<file path="src/rtl/comp_acc.sv">
// comp_acc: complex accumulator behind the complex multiplier.
// Sums cfg_len consecutive {xr,yr} products into wide signed accumulators and emits one
// {xs,ys} sum per block. The sum register is decoupled from the accumulators, so the next
// block accumulates while the previous sum waits for the consumer.
// Optional feature: define COMP_ACC_SAT_EN to saturate each add on signed overflow;
// otherwise adds wrap modulo 2^AWIDTH. out_ovf flags either event within a block.
module comp_acc #(
  parameter int unsigned DWIDTH = 8,
  parameter int unsigned AWIDTH = 24,
  parameter int unsigned CWIDTH = 8
) (
  input  logic                      clk,
  input  logic                      rst_n,
  input  logic                      sw_rst,
  input  logic [CWIDTH-1:0]         cfg_len,
  input  logic                      in_val,
  output logic                      in_rdy,
  input  logic [4*(DWIDTH+1)-1:0]   in_data,
  output logic                      out_val,
  input  logic                      out_rdy,
  output logic [2*AWIDTH-1:0]       out_data,
  output logic                      out_ovf
);

  localparam int unsigned FW = 2 * (DWIDTH + 1);

  typedef enum logic [0:0] {StIdle, StRun} state_e;

  state_e state_q, state_d;

  logic [CWIDTH-1:0]   count_q, count_d;
  logic [CWIDTH-1:0]   len_q, len_d;
  logic                last_q, last_d;
  logic [AWIDTH-1:0]   acc_x_q, acc_x_d;
  logic [AWIDTH-1:0]   acc_y_q, acc_y_d;
  logic                ovf_q, ovf_d;
  logic                out_val_q, out_val_d;
  logic [2*AWIDTH-1:0] out_data_q, out_data_d;
  logic                out_ovf_q, out_ovf_d;

  logic                next_is_last;
  logic                accept;
  logic                complete;

  logic signed [FW-1:0] xr_s, yr_s;
  logic [AWIDTH-1:0]    xr_ext, yr_ext;
  logic [AWIDTH:0]      add_x, add_y;
  logic [CWIDTH-1:0]    len_eff, len_sel, count_inc;

  // Returns {overflow, result}; overflow when operands share a sign the result lacks.
  function automatic logic [AWIDTH:0] add_chk(input logic [AWIDTH-1:0] a,
                                              input logic [AWIDTH-1:0] b);
    logic [AWIDTH-1:0] sum;
    logic              ovf;
    sum = a + b;
    ovf = (a[AWIDTH-1] == b[AWIDTH-1]) && (sum[AWIDTH-1] != a[AWIDTH-1]);
`ifdef COMP_ACC_SAT_EN
    if (ovf) begin
      sum = a[AWIDTH-1] ? {1'b1, {(AWIDTH-1){1'b0}}} : {1'b0, {(AWIDTH-1){1'b1}}};
    end
`endif
    return {ovf, sum};
  endfunction

  assign xr_s      = in_data[2*FW-1:FW];
  assign yr_s      = in_data[FW-1:0];
  assign xr_ext    = AWIDTH'(xr_s);
  assign yr_ext    = AWIDTH'(yr_s);
  assign add_x     = add_chk(acc_x_q, xr_ext);
  assign add_y     = add_chk(acc_y_q, yr_ext);
  assign len_eff   = (cfg_len == '0) ? CWIDTH'(1) : cfg_len;
  // Length in force for this accept: live config on a block's first sample, latched after.
  assign len_sel   = (state_q == StIdle) ? len_eff : len_q;
  assign count_inc = count_q + CWIDTH'(1);

  // FSM state register.
  always_ff @(posedge clk or negedge rst_n) begin
    if (!rst_n) begin
      state_q <= StIdle;
    end else begin
      state_q <= state_d;
    end
  end

  // FSM next-state logic.
  always_comb begin
    state_d = state_q;
    if (sw_rst) begin
      state_d = StIdle;
    end else begin
      unique case (state_q)
        StIdle:  if (accept && !complete) state_d = StRun;
        StRun:   if (complete) state_d = StIdle;
        default: state_d = StIdle;
      endcase
    end
  end

  // FSM outputs: ready only stalls the block's final sample while a sum is still pending.
  always_comb begin
    next_is_last = (state_q == StIdle) ? (cfg_len <= CWIDTH'(1)) : last_q;
    in_rdy       = ~(next_is_last & out_val_q);
    accept       = in_val & in_rdy;
    complete     = accept & next_is_last;
  end

  // Datapath next-state: accumulate, complete a block, and retire the pending sum.
  always_comb begin
    count_d    = count_q;
    len_d      = len_q;
    last_d     = last_q;
    acc_x_d    = acc_x_q;
    acc_y_d    = acc_y_q;
    ovf_d      = ovf_q;
    out_val_d  = out_val_q;
    out_data_d = out_data_q;
    out_ovf_d  = out_ovf_q;

    if (out_val_q && out_rdy) begin
      out_val_d = 1'b0;
    end

    if (accept) begin
      if (complete) begin
        out_data_d = {add_x[AWIDTH-1:0], add_y[AWIDTH-1:0]};
        out_ovf_d  = ovf_q | add_x[AWIDTH] | add_y[AWIDTH];
        out_val_d  = 1'b1;
        acc_x_d    = '0;
        acc_y_d    = '0;
        ovf_d      = 1'b0;
        count_d    = '0;
        last_d     = 1'b0;
      end else begin
        acc_x_d = add_x[AWIDTH-1:0];
        acc_y_d = add_y[AWIDTH-1:0];
        ovf_d   = ovf_q | add_x[AWIDTH] | add_y[AWIDTH];
        count_d = count_inc;
        len_d   = len_sel;
        last_d  = (count_inc == len_sel - CWIDTH'(1));
      end
    end

    if (sw_rst) begin
      count_d    = '0;
      len_d      = '0;
      last_d     = 1'b0;
      acc_x_d    = '0;
      acc_y_d    = '0;
      ovf_d      = 1'b0;
      out_val_d  = 1'b0;
      out_data_d = '0;
      out_ovf_d  = 1'b0;
    end
  end

  // Datapath registers.
  always_ff @(posedge clk or negedge rst_n) begin
    if (!rst_n) begin
      count_q    <= '0;
      len_q      <= '0;
      last_q     <= 1'b0;
      acc_x_q    <= '0;
      acc_y_q    <= '0;
      ovf_q      <= 1'b0;
      out_val_q  <= 1'b0;
      out_data_q <= '0;
      out_ovf_q  <= 1'b0;
    end else begin
      count_q    <= count_d;
      len_q      <= len_d;
      last_q     <= last_d;
      acc_x_q    <= acc_x_d;
      acc_y_q    <= acc_y_d;
      ovf_q      <= ovf_d;
      out_val_q  <= out_val_d;
      out_data_q <= out_data_d;
      out_ovf_q  <= out_ovf_d;
    end
  end

  assign out_val  = out_val_q;
  assign out_data = out_data_q;
  assign out_ovf  = out_ovf_q;

endmodule

</file>
<file path="config.mk">
export PLATFORM = sky130hd
export DESIGN_NAME = comp_acc
export DESIGN_NICKNAME = d
export VERILOG_FILES = /design/src/rtl/comp_acc.sv
export SDC_FILE = /design/constraint.sdc
export NUM_CORES = 1
export LEC_CHECK = 0
export CORE_AREA = 2 2 131 133
export DETAILED_ROUTE_END_ITERATION = 7
export DIE_AREA = 0 0 133 135
export GPL_TIMING_DRIVEN = 0
export PLACE_DENSITY = 0.67
export SYNTH_ARGS = -nofsm -noshare
export SYNTH_HDL_FRONTEND = slang
export SYNTH_SLANG_ARGS = --single-unit
</file>
<file path="constraint.sdc">
create_clock -name clk -period 8.3 [get_ports clk]
set_input_delay 2.075 -clock clk [delete_from_list [all_inputs] [get_ports clk]]
set_output_delay 2.075 -clock clk [all_outputs]
set_load 0.05 [all_outputs]
</file>
Word level (Yosys, flattened, before mapping)
Cells that the tools add are included.

Add/sub/neg operators: 4. Magnitude comparators: 1. Eq/ne operators: 6. Mux-type cells: 35. Bitwise operators: 7. Reduce and logical (&&, ||, !) cells: 10.

Operators by type and width (number): $mux 24 (6); $mux 48 (3); $mux 8 (8); $add 24x24->24 (2); $mux 1 (17); $add 8x1->8 const B (1); $eq 8x8->1 (1); $le 8x1->1 const B (1); $logic_not 8->1 (1); $sub 8x1->8 const B (1); $logic_and 1x1->1 (4); $reduce_and 2->1 (2); $reduce_bool 2->1 (2); $and 1x1->1 (3); $eq 1x1->1 (2); $ne 1x1->1 (2); $ne 2x2->1 const B (1); $not 1->1 (2); $or 1x1->1 (2); $pmux 1 s2 (1); $logic_not 1->1 (1).

Register bits: 117. Output and inout port bits: 51.

Logic depth before layout (Yosys ltp)
Gate-level depths: netlist of the first run.

Depth in word-level cells: 11. Mapped depth: 10. Mapped depth without buffers: 10.

Worst setup path after synthesis of the first run
Ideal clock, no wire load.

Path kind: input to output. From: input port cfg_len[2]. To: output port in_rdy. Arrival time: 3.370 ns. Required time: 6.225 ns. Slack: 2.855 ns. Cell stages on the path: 4. Path buffers: 0. Path through: or4_1 > nor4_4 > mux2_4 > nand2_1.

Cells in the longest elaborated chain, start to end: 4.

Ends and longest elaborated chain: start: declaration (RTL line 15) `input logic [CWIDTH-1:0] cfg_len,`; $le 8x1->1 (RTL line 101) `next_is_last = (state_q == StIdle) ? (cfg_len <= CWIDTH'(1)) : last_q;`; $mux 1 (RTL line 101); $and 1x1->1 (RTL line 102) `in_rdy = ~(next_is_last & out_val_q);`; $not 1->1 (RTL line 102); end: declaration (RTL line 17) `output logic in_rdy,`.

No other way between the ends.

Worst setup path in the final report of the first run
From: input port cfg_len[3]. To: output port in_rdy.

The elaborated chain is that of the path after synthesis.

==> impl_metrics.toml, run 1 <==
[floorplan]
dieArea_mm2 = 0.0180
fp.dieW_um = 133
floorplan.initialDensity_pct = 44.9
chipHeight_um = 135
placement_rows = 47
fp.coreArea_mm2 = 0.0164
ioPinCount = 100

[logic_synthesis]
yosys-top-cells-count = "sky130_fd_sc_hd__nand2_1 (132), sky130_fd_sc_hd__dfrtp_1 (117), sky130_fd_sc_hd__a21oi_1 (93)"
yosys.cell_types.count = 61
synth-edff-count = 0
netlist_instances = 813
synth.avg_cell_area_um2 = 9.06
syn-num-nets = 912
yosysMostFrequentCell = "sky130_fd_sc_hd__nand2_1"
synth_sequential_area_ratio_pct = 39.8
top_flip_flop_cell_by_instance_count_after_synthesis = "sky130_fd_sc_hd__dfrtp_1"
synth.ff_latch_count = 117
post_synthesis_cell_area_mm2 = 0.00736
yosys_warnings = 0
async_reset_ff_share_pct = 100
synth_top_cell_by_area = "sky130_fd_sc_hd__dfrtp_1"
ys_top_cells_by_area = "sky130_fd_sc_hd__dfrtp_1 (40%), sky130_fd_sc_hd__ha_1 (8.2%), sky130_fd_sc_hd__nand2_1 (6.7%)"
synthDominantCellAreaShare_pct = 39.8

[finish]
finalInstanceArea_mm2 = 0.00917
area_growth_syn_to_layout_pct = 24.6
final_nets = 1030
fillCellCount = 1487
postLayoutCoreUtil_pct = 55.9
antennaDiodeCount = 0
final_layout_size_suffix_gt1_share_pct = 6.06

[clock_tree]
cts_resized = 0
cts_post_setup_buffers_inserted = 0
h-tree-depth = 4
cts_root_buf = "sky130_fd_sc_hd__clkbuf_16"
post_cts_hold_buffer_count = 0
tritoncts.num_buffers = 17
clock_tree.buffer_depth = 2
path_clk_slew_ns = 0.05
cts_tree = "built"
tritoncts_num_sinks = 117
worst_skew_late_latency_ns = 0.42

[worst_setup_path]
cp-startpoint = "cfg_len[3]"
worst_path_max_delay_cell = "sky130_fd_sc_hd__clkdlybuf4s50_1"
cp_delay_by_family_top = "buffers and inverters"
worst_setup_path_end_kind = "output pin"
worstSetupPathType = "in -> out"
critPathMaxFanout = 7
logic_depth_of_the_worst_register_to_register_path = 10
maximum_cell_stage_delay_along_the_critical_path_ns = 0.76
cp_common_cell = "sky130_fd_sc_hd__clkdlybuf4s50_1"
timing.critical_path.cells = "clkdlybuf4s50_1, or4_1, nor4_4, mux2_4, nand2_1, clkdlybuf4s50_1"
timing.critical_path.depth = 6
reg2reg_setup_slack_ns = 5.33
cp_data_required_time_ns = 6.23
worst-path-buf-inv = 2
regToRegEndpoint = "out_data[44]$_DFFE_PN0P_"
setup_crit_start_kind = "input port"
critPathArrivalTime_ns = 4.49
r2r_start = "acc_x_q[0]$_DFFE_PN0P_"

[timing]
period_share_pct = 79.1
worst_slew_margin_rel_pct = 27.1
min_period_ns = 6.57
slew_viol_final = 0
worst_pin_slew_ns = 1.08
fin_setup_tns_ns = 0
setup_viol_count_final = 0
achievable-frequency_mhz = 152
final_hold_viol_count = 0
clock-skew-final_ns = 0.00730
grt_setup_unrepaired = "false"

[route]
num_vias = 6512
wl_um = 19500
detail_route.first_pass.iterations = 5
route.detailed.wl_per_inst_um = 16.8
first_iter_violations = 325
route.antenna.remaining_nets = 0
drc = 0
detail_route.vias_per_cell = 5.61

[global_routing]
number_of_global_route_vias_before_repair = 6330
track_usage_pct = 23.0
maximum_number_of_pins_on_one_net_before_global_route_repair = 95
grt_pass1_wl_um = 32500
antenna_found_initial = 0
grt_overflow = 0

[hold_path]
min-delay-start = "out_data[28]$_DFFE_PN0P_"
hp-class = "reg -> reg"
holdPathEnd = "out_data[28]$_DFFE_PN0P_"
hold_path_depth = 2

[power]
irDropWorstVdd_mv = 0.154
fin_total_pwr_uw = 1940
static-leakage-power_uw = 0.00405
power_density_over_the_cells_mw_per_mm2 = 212

[placement]
postPlaceCellArea_mm2 = 0.00865
routability_congestion_estimate = 0.883
dp.final_hpwl_um = 14100
portBuffers = 98

[flow_run]
max_cap_viol_count = 0

[status]
result_of_the_run = "completed"
## worst max path at each step
stage	slack [ns]	endpoint
6_report	1.73	in_rdy
5_1_grt	1.62	in_rdy
4_1_cts	1.71	in_rdy
3_5_place_dp	1.73	in_rdy
3_3_place_gp	0.41	len_q[3]$_DFFE_PN0P_
2_1_floorplan	2.86	in_rdy
## registers in the layout (all words and copies together) (netlist names)
register and cells:
out_data 48, acc_x_q 24, acc_y_q 24, count_q 8, len_q 8, last_q 1
out_ovf 1, out_val 1, ovf_q 1, state_q 1
## final cells by class
| class | count | area, µm² | share of cell area [%] |
|---|---|---|---|
| Multi-Input combinational cell | 644 | 4210 | 45.9 |
| Sequential cell | 117 | 2930 | 31.9 |
| Timing Repair Buffer | 99 | 1010 | 11.0 |
| Clock buffer | 24 | 502 | 5.47 |
| Tap cell | 220 | 275 | 3.00 |
| Buffer | 36 | 160 | 1.75 |
| Inverter | 16 | 60.1 | 0.655 |
| Clock inverter | 5 | 25.0 | 0.273 |
## power by group
group / leakage [µW] / switching (µW) / internal [µW]
Clock: 0.000267 / 255 / 412
Combinational: 0.00220 / 355 / 256
Sequential: 0.00159 / 35.8 / 626
## layout by cell type, fill, tap and decap left out, types with 6 or more instances in the layout
cell                              Yosys  final
sky130_fd_sc_hd__xor2_1              14     14
sky130_fd_sc_hd__xnor2_1             42     42
sky130_fd_sc_hd__nand2b_1             6      6
sky130_fd_sc_hd__clkbuf_16            0     17
sky130_fd_sc_hd__nand3_1             15     15
sky130_fd_sc_hd__o211ai_1            11     11
sky130_fd_sc_hd__a22o_1              34     34
sky130_fd_sc_hd__a211oi_1            14     14
sky130_fd_sc_hd__o21bai_1             6      6
sky130_fd_sc_hd__a21o_1              15     15
sky130_fd_sc_hd__nor2_1              53     53
sky130_fd_sc_hd__o21a_1               6      6
sky130_fd_sc_hd__dfrtp_1            117    117
sky130_fd_sc_hd__mux2i_1             16     16
sky130_fd_sc_hd__nand2_1            132    132
sky130_fd_sc_hd__buf_2               16     16
sky130_fd_sc_hd__a21oi_1             93     93
sky130_fd_sc_hd__o31ai_1             12     12
sky130_fd_sc_hd__clkdlybuf4s50_1      0     97
sky130_fd_sc_hd__clkbuf_1            18     20
sky130_fd_sc_hd__o21ai_0             40     40
sky130_fd_sc_hd__inv_1               16     16
sky130_fd_sc_hd__ha_1                48     48
sky130_fd_sc_hd__nor3_1              18     18
## stage by stage
step	setup WS, ns	instances	hold WS, ns
6_report	1.73	1161	0.483
4_1_cts	1.71	1161	0.485
2_1_floorplan	2.86	813	0.447
5_1_grt	1.62	1161	0.517
3_3_place_gp	0.406	1131	0.459
3_5_place_dp	1.73	1132	0.470
## metal layers
metal / track usage (%) / vias to the layer above / wire length [µm]
met5: 0 / - / 0
met4: 6.69 / 0 / 252
met3: 6.04 / 21 / 1100
met2: 35.8 / 181 / 8800
met1: 31.6 / 3131 / 9350
li1: - / 3179 / -
## worst min-delay path: cells and delay by family (launching register included)
kind	cells	cell delay, ns
flip-flops	1	0.34
AO/OA/AOI/OAI	1	0.06
AND/OR/NAND/NOR	1	0.05
## logic make-up (layout without fill, tap and decap cells)
| logic type | count (synthesis) | after routing | synth area share [%] |
|---|---|---|---|
| buffers and inverters | 52 | 180 | 2.99 |
| AND/OR/NAND/NOR | 260 | 260 | 16.0 |
| flip-flops | 117 | 117 | 39.8 |
| multiplexers | 17 | 17 | 2.38 |
| XOR/XNOR | 57 | 57 | 6.97 |
| adder cells (fa/ha/maj) | 50 | 50 | 8.70 |
| AO/OA/AOI/OAI | 260 | 260 | 23.2 |
No activity file was read; power rests on OpenSTA's default activity.
==> run 2: changes to the inputs <==
PLACE_DENSITY = 0.7   (was 0.67)
clock period = 5.83 ns   (was 8.3 ns; I/O delays follow)
==> impl_metrics.toml, run 2 (synthesized netlist as in run 1, its figures left out) <==
[finish]
layout_common_cells = "sky130_fd_sc_hd__nand2_1 (132), sky130_fd_sc_hd__dfrtp_1 (117), sky130_fd_sc_hd__clkdlybuf4s50_1 (97)"
largest_register_ff_count = 48
antennaDiodeCount = 0
final_nets = 1030
final_layout_size_suffix_gt1_share_pct = 6.25
final_common_cell = "sky130_fd_sc_hd__nand2_1"
area_growth_syn_to_layout_pct = 25.5

[floorplan]
ioPinCount = 100
dieArea_mm2 = 0.0180
fp.dieW_um = 133
floorplan.initialDensity_pct = 44.9
fp.coreArea_mm2 = 0.0164
placement_rows = 47
chipHeight_um = 135

[clock_tree]
cts_resized = 0
h-tree-depth = 4
tritoncts.num_buffers = 17
cts_tree = "built"
clock_tree.buffer_depth = 2
post_cts_hold_buffer_count = 0
worst_skew_late_latency_ns = 0.43
cts_root_buf = "sky130_fd_sc_hd__clkbuf_16"
path_clk_slew_ns = 0.05
cts_post_setup_buffers_inserted = 0
tritoncts_num_sinks = 117

[flow_run]
max_cap_viol_count = 0

[route]
route.antenna.remaining_nets = 0
detail_route.first_pass.iterations = 6
wl_um = 19600
detail_route.vias_per_cell = 5.60
drc = 0
num_vias = 6516
first_iter_violations = 397
route.detailed.wl_per_inst_um = 16.8

[power]
irDropWorstVdd_mv = 0.226
psw_uw = 940
seqPwrFrac_pct = 32.9
power.clock.fraction_pct = 36.7
static-leakage-power_uw = 0.00407
p_comb_share_pct = 30.4
power_internal_uw = 1930
power_density_over_the_cells_mw_per_mm2 = 310
switching_share_pct = 32.8

[timing]
worst_slew_margin_rel_pct = 25.5
hold_ws_ns = 0.478
grt_setup_unrepaired = "false"
period_share_pct = 91.2
final_hold_viol_count = 0
worst_pin_slew_ns = 1.11
achievable-frequency_mhz = 188
min_period_ns = 5.32
setup_viol_count_final = 0
slew_viol_final = 0
clock-skew-final_ns = 0.00932
final_worst_setup_slack_ns = 0.515

[worst_setup_path]
timing.critical_path.cells = "clkdlybuf4s50_1, or4_1, nor4_4, mux2_4, nand2_1, clkdlybuf4s50_1"
maximum_cell_stage_delay_along_the_critical_path_ns = 0.75
critPathMaxFanout = 7
cp_delay_by_family_top = "buffers and inverters"
worst_path_max_delay_cell = "sky130_fd_sc_hd__clkdlybuf4s50_1"
critPathArrivalTime_ns = 3.86
setup_crit_start_kind = "input port"
worst-path-buf-inv = 2
timing.critical_path.depth = 6
cp_data_required_time_ns = 4.37
worst_setup_path_end_kind = "output pin"
logic_depth_of_the_worst_register_to_register_path = 10
cp_common_cell = "sky130_fd_sc_hd__clkdlybuf4s50_1"
worstSetupPathType = "in -> out"

[hold_path]
hold_path_depth = 2
hp-class = "reg -> reg"

[placement]
routability_congestion_estimate = 0.889
portBuffers = 98
dp.final_hpwl_um = 14100
worst_setup_slack_post_dpl_ns = 0.522

[global_routing]
grt_overflow = 0
grt_pass1_wl_um = 32300
track_usage_pct = 22.7
antenna_found_initial = 0
number_of_global_route_vias_before_repair = 6395
maximum_number_of_pins_on_one_net_before_global_route_repair = 96

[status]
result_of_the_run = "completed"
## run 2: power by group through the flow
stage | Combinational [µW] | Clock, µW | Sequential (µW)
floorplan | 616 | 0 | 978
global placement | 848 | 0 | 952
detailed placement | 862 | 0 | 953
CTS | 870 | 1060 | 941
global route | 979 | 1100 | 952
finish | 871 | 1050 | 942
## run 2: path summary, 6_finish.rpt
path                                                 end  slack, ns                     start
max in group asynchronous        acc_y_q[13]$_DFFE_PN0P_       4.22                     rst_n
worst max-delay path                              in_rdy       0.51                cfg_len[3]
min in group asynchronous         acc_x_q[7]$_DFFE_PN0P_       0.88                     rst_n
worst min-delay path            out_data[28]$_DFFE_PN0P_       0.48  out_data[28]$_DFFE_PN0P_
worst min register to register  out_data[28]$_DFFE_PN0P_       0.48  out_data[28]$_DFFE_PN0P_
worst max register to register  out_data[44]$_DFFE_PN0P_       2.86    acc_x_q[0]$_DFFE_PN0P_
## run 2: area by class of cell
cell class,instances,area (µm²)
Tap cell,220,275
Inverter,16,60.1
Timing Repair Buffer,99,1010
Clock buffer,24,492
Multi-Input combinational cell,644,4210
Sequential cell,117,2930
Buffer,36,160
Clock inverter,8,97.6
Fill cell,1470,7170
## run 2: through the flow
| stage | TNS (ns) | util [%] | cells | area (µm²) | power, µW |
|---|---|---|---|---|---|
| 2_1_floorplan | 0 | - | 813 | 7360 | 1590 |
| 3_3_place_gp | -157.08 | 52.5 | 1131 | 8620 | 1800 |
| 3_5_place_dp | 0 | 52.7 | 1132 | 8650 | 1810 |
| 4_1_cts | 0 | 56.3 | 1164 | 9240 | 2870 |
| 5_1_grt | 0 | 56.3 | 1164 | 9240 | 3030 |
| 6_report | 0 | 56.3 | 1164 | 9240 | 2870 |
## run 2: per-layer routing
metal	GRT usage, %	vias to the layer above	part of all wire (%)
met2	36.6	193	46
li1	-	3189	-
met5	0	-	0
met1	30.5	3110	46
met4	6.57	0	1.5
met3	5.48	24	6.1
## run 2: worst reg2reg max path, delay by kind of cell (launching register included)
kind	cells	cell delay [ns]
AO/OA/AOI/OAI	4	1.00
adder cells (fa/ha/maj)	2	0.65
flip-flops	1	0.38
AND/OR/NAND/NOR	4	0.87
==> run 3: changes to the inputs <==
CAP_MARGIN = 25   (was not set)
==> impl_metrics.toml, run 3 (synthesized netlist as in run 1, its figures left out) <==
[hold_path]
hp-class = "reg -> reg"

[floorplan]
chipHeight_um = 135
fp.coreArea_mm2 = 0.0164
ioPinCount = 100
fp.dieW_um = 133
placement_rows = 47
floorplan.initialDensity_pct = 44.9
dieArea_mm2 = 0.0180

[global_routing]
gr-usage-met3_pct = 5.48
use_met2_pct = 36.6
number_of_global_route_vias_before_repair = 6395
grt_pass1_wl_um = 32300
busiest_layer = "met2"
grt_overflow = 0
antenna_found_initial = 0
maximum_number_of_pins_on_one_net_before_global_route_repair = 96
grt_util_met1_pct = 30.5
track_usage_pct = 22.7

[timing]
min_period_ns = 5.30
achievable-frequency_mhz = 189
setup_viol_count_final = 0
clock-skew-final_ns = 0.00929
slew_viol_final = 0
period_share_pct = 91.0
final_hold_viol_count = 0
grt_setup_unrepaired = "false"
fin_setup_tns_ns = 0
worst_slew_margin_rel_pct = 45.8
worst_pin_slew_ns = 0.806

[placement]
routability_congestion_estimate = 0.889
postPlaceCellArea_mm2 = 0.00865
dp.cells = 1132
portBuffers = 98
dp.final_hpwl_um = 14100

[finish]
area_growth_syn_to_layout_pct = 25.6
final-instance-count-excl-fill = 1165
largest_register_ff_count = 48
antennaDiodeCount = 0
final_common_cell = "sky130_fd_sc_hd__nand2_1"
final_layout_size_suffix_gt1_share_pct = 6.35
layout_common_cells = "sky130_fd_sc_hd__nand2_1 (132), sky130_fd_sc_hd__dfrtp_1 (117), sky130_fd_sc_hd__clkdlybuf4s50_1 (97)"
postLayoutCoreUtil_pct = 56.3
fillCellCount = 1469
final_nets = 1031
finalInstanceArea_mm2 = 0.00924

[power]
fin_total_pwr_uw = 2870
irDropWorstVdd_mv = 0.225
static-leakage-power_uw = 0.00407
power_density_over_the_cells_mw_per_mm2 = 310

[worst_setup_path]
worstSetupPathType = "in -> out"
cp_delay_by_family_top = "buffers and inverters"
worst_path_max_delay_cell = "sky130_fd_sc_hd__clkdlybuf4s50_1"
critPathMaxFanout = 7
worst_setup_path_end_kind = "output pin"
timing.critical_path.cells = "clkdlybuf4s50_1, or4_1, nor4_4, mux2_4, nand2_1, clkdlybuf4s50_1"
maximum_cell_stage_delay_along_the_critical_path_ns = 0.75
setup_crit_start_kind = "input port"
cp_common_cell = "sky130_fd_sc_hd__clkdlybuf4s50_1"
cp_data_required_time_ns = 4.37
worst-path-buf-inv = 2
critPathArrivalTime_ns = 3.85

[route]
wl_um = 19600
detail_route.first_pass.iterations = 5
drc = 0
detail_route.vias_per_cell = 5.61
first_iter_violations = 369
route.antenna.remaining_nets = 0
route.detailed.wl_per_inst_um = 16.8
num_vias = 6538

[clock_tree]
cts_tree = "built"
cts_root_buf = "sky130_fd_sc_hd__clkbuf_16"
worst_skew_late_latency_ns = 0.43
cts_post_setup_buffers_inserted = 0
h-tree-depth = 4
post_cts_hold_buffer_count = 0
tritoncts_num_sinks = 117
tritoncts.num_buffers = 17
path_clk_slew_ns = 0.05
cts_resized = 0
clock_tree.buffer_depth = 2

[status]
result_of_the_run = "completed"

[flow_run]
max_cap_viol_count = 0
[run 3: worst register-to-register path, stage by stage, from the launching register on]
cell and delay [ns]:
sky130_fd_sc_hd__dfrtp_1 0.38, sky130_fd_sc_hd__ha_1 0.23, sky130_fd_sc_hd__fa_1 0.42, sky130_fd_sc_hd__a21o_1 0.20, sky130_fd_sc_hd__a31oi_1 0.29, sky130_fd_sc_hd__nor3_1 0.17, sky130_fd_sc_hd__o31ai_2 0.36, sky130_fd_sc_hd__nand3_1 0.15
sky130_fd_sc_hd__and3_1 0.20, sky130_fd_sc_hd__or3_1 0.35, sky130_fd_sc_hd__a21oi_1 0.14
[run 3: stage by stage]
| stage | worst slack, ns | hold WS (ns) |
|---|---|---|
| finish | 0.526 | 0.478 |
| global route | 0.428 | 0.504 |
| CTS | 0.509 | 0.481 |
| detailed placement | 0.522 | 0.469 |
| global placement | -1.35 | 0.462 |
| floorplan | 1.62 | 0.447 |
[run 3: path summary, 6_finish.rpt]
path                                               start                  endpoint  slack (ns)  cells after the start
worst max-delay path                          cfg_len[3]                    in_rdy        0.53                      6
worst min-delay path            out_data[28]$_DFFE_PN0P_  out_data[28]$_DFFE_PN0P_        0.48                      2
worst max register to register    acc_x_q[0]$_DFFE_PN0P_  out_data[44]$_DFFE_PN0P_        2.87                     10
worst min register to register  out_data[28]$_DFFE_PN0P_  out_data[28]$_DFFE_PN0P_        0.48                      2
max in group asynchronous                          rst_n  out_data[12]$_DFFE_PN0P_        4.21                      2
min in group asynchronous                          rst_n  out_data[25]$_DFFE_PN0P_        0.88                      1
[run 3: final cells by class]
class                      instances  area [µm²]  area share [%]
buffer                            36         160            1.73
clock buffer                      24         492            5.32
clock inverter                     8        97.6            1.06
inverter                          16        60.1           0.650
multi-input combinational        644        4210            45.6
sequential                       117        2930            31.7
tap                              220         275            2.98
timing repair buffer             100        1020            11.0
[run 3: metal layers]
layer	up-vias	share of wire, %
li1	3193	-
met2	190	46
met4	0	1.5
met3	24	6.0
met1	3131	46
met5	-	0
[run 3: power breakdown]
group / internal [µW] / leakage [µW] / switching (µW)
Clock: 671 / 0.000282 / 381
Combinational: 365 / 0.00220 / 508
Sequential: 891 / 0.00159 / 50.8
Total: 1930 / 0.00407 / 940
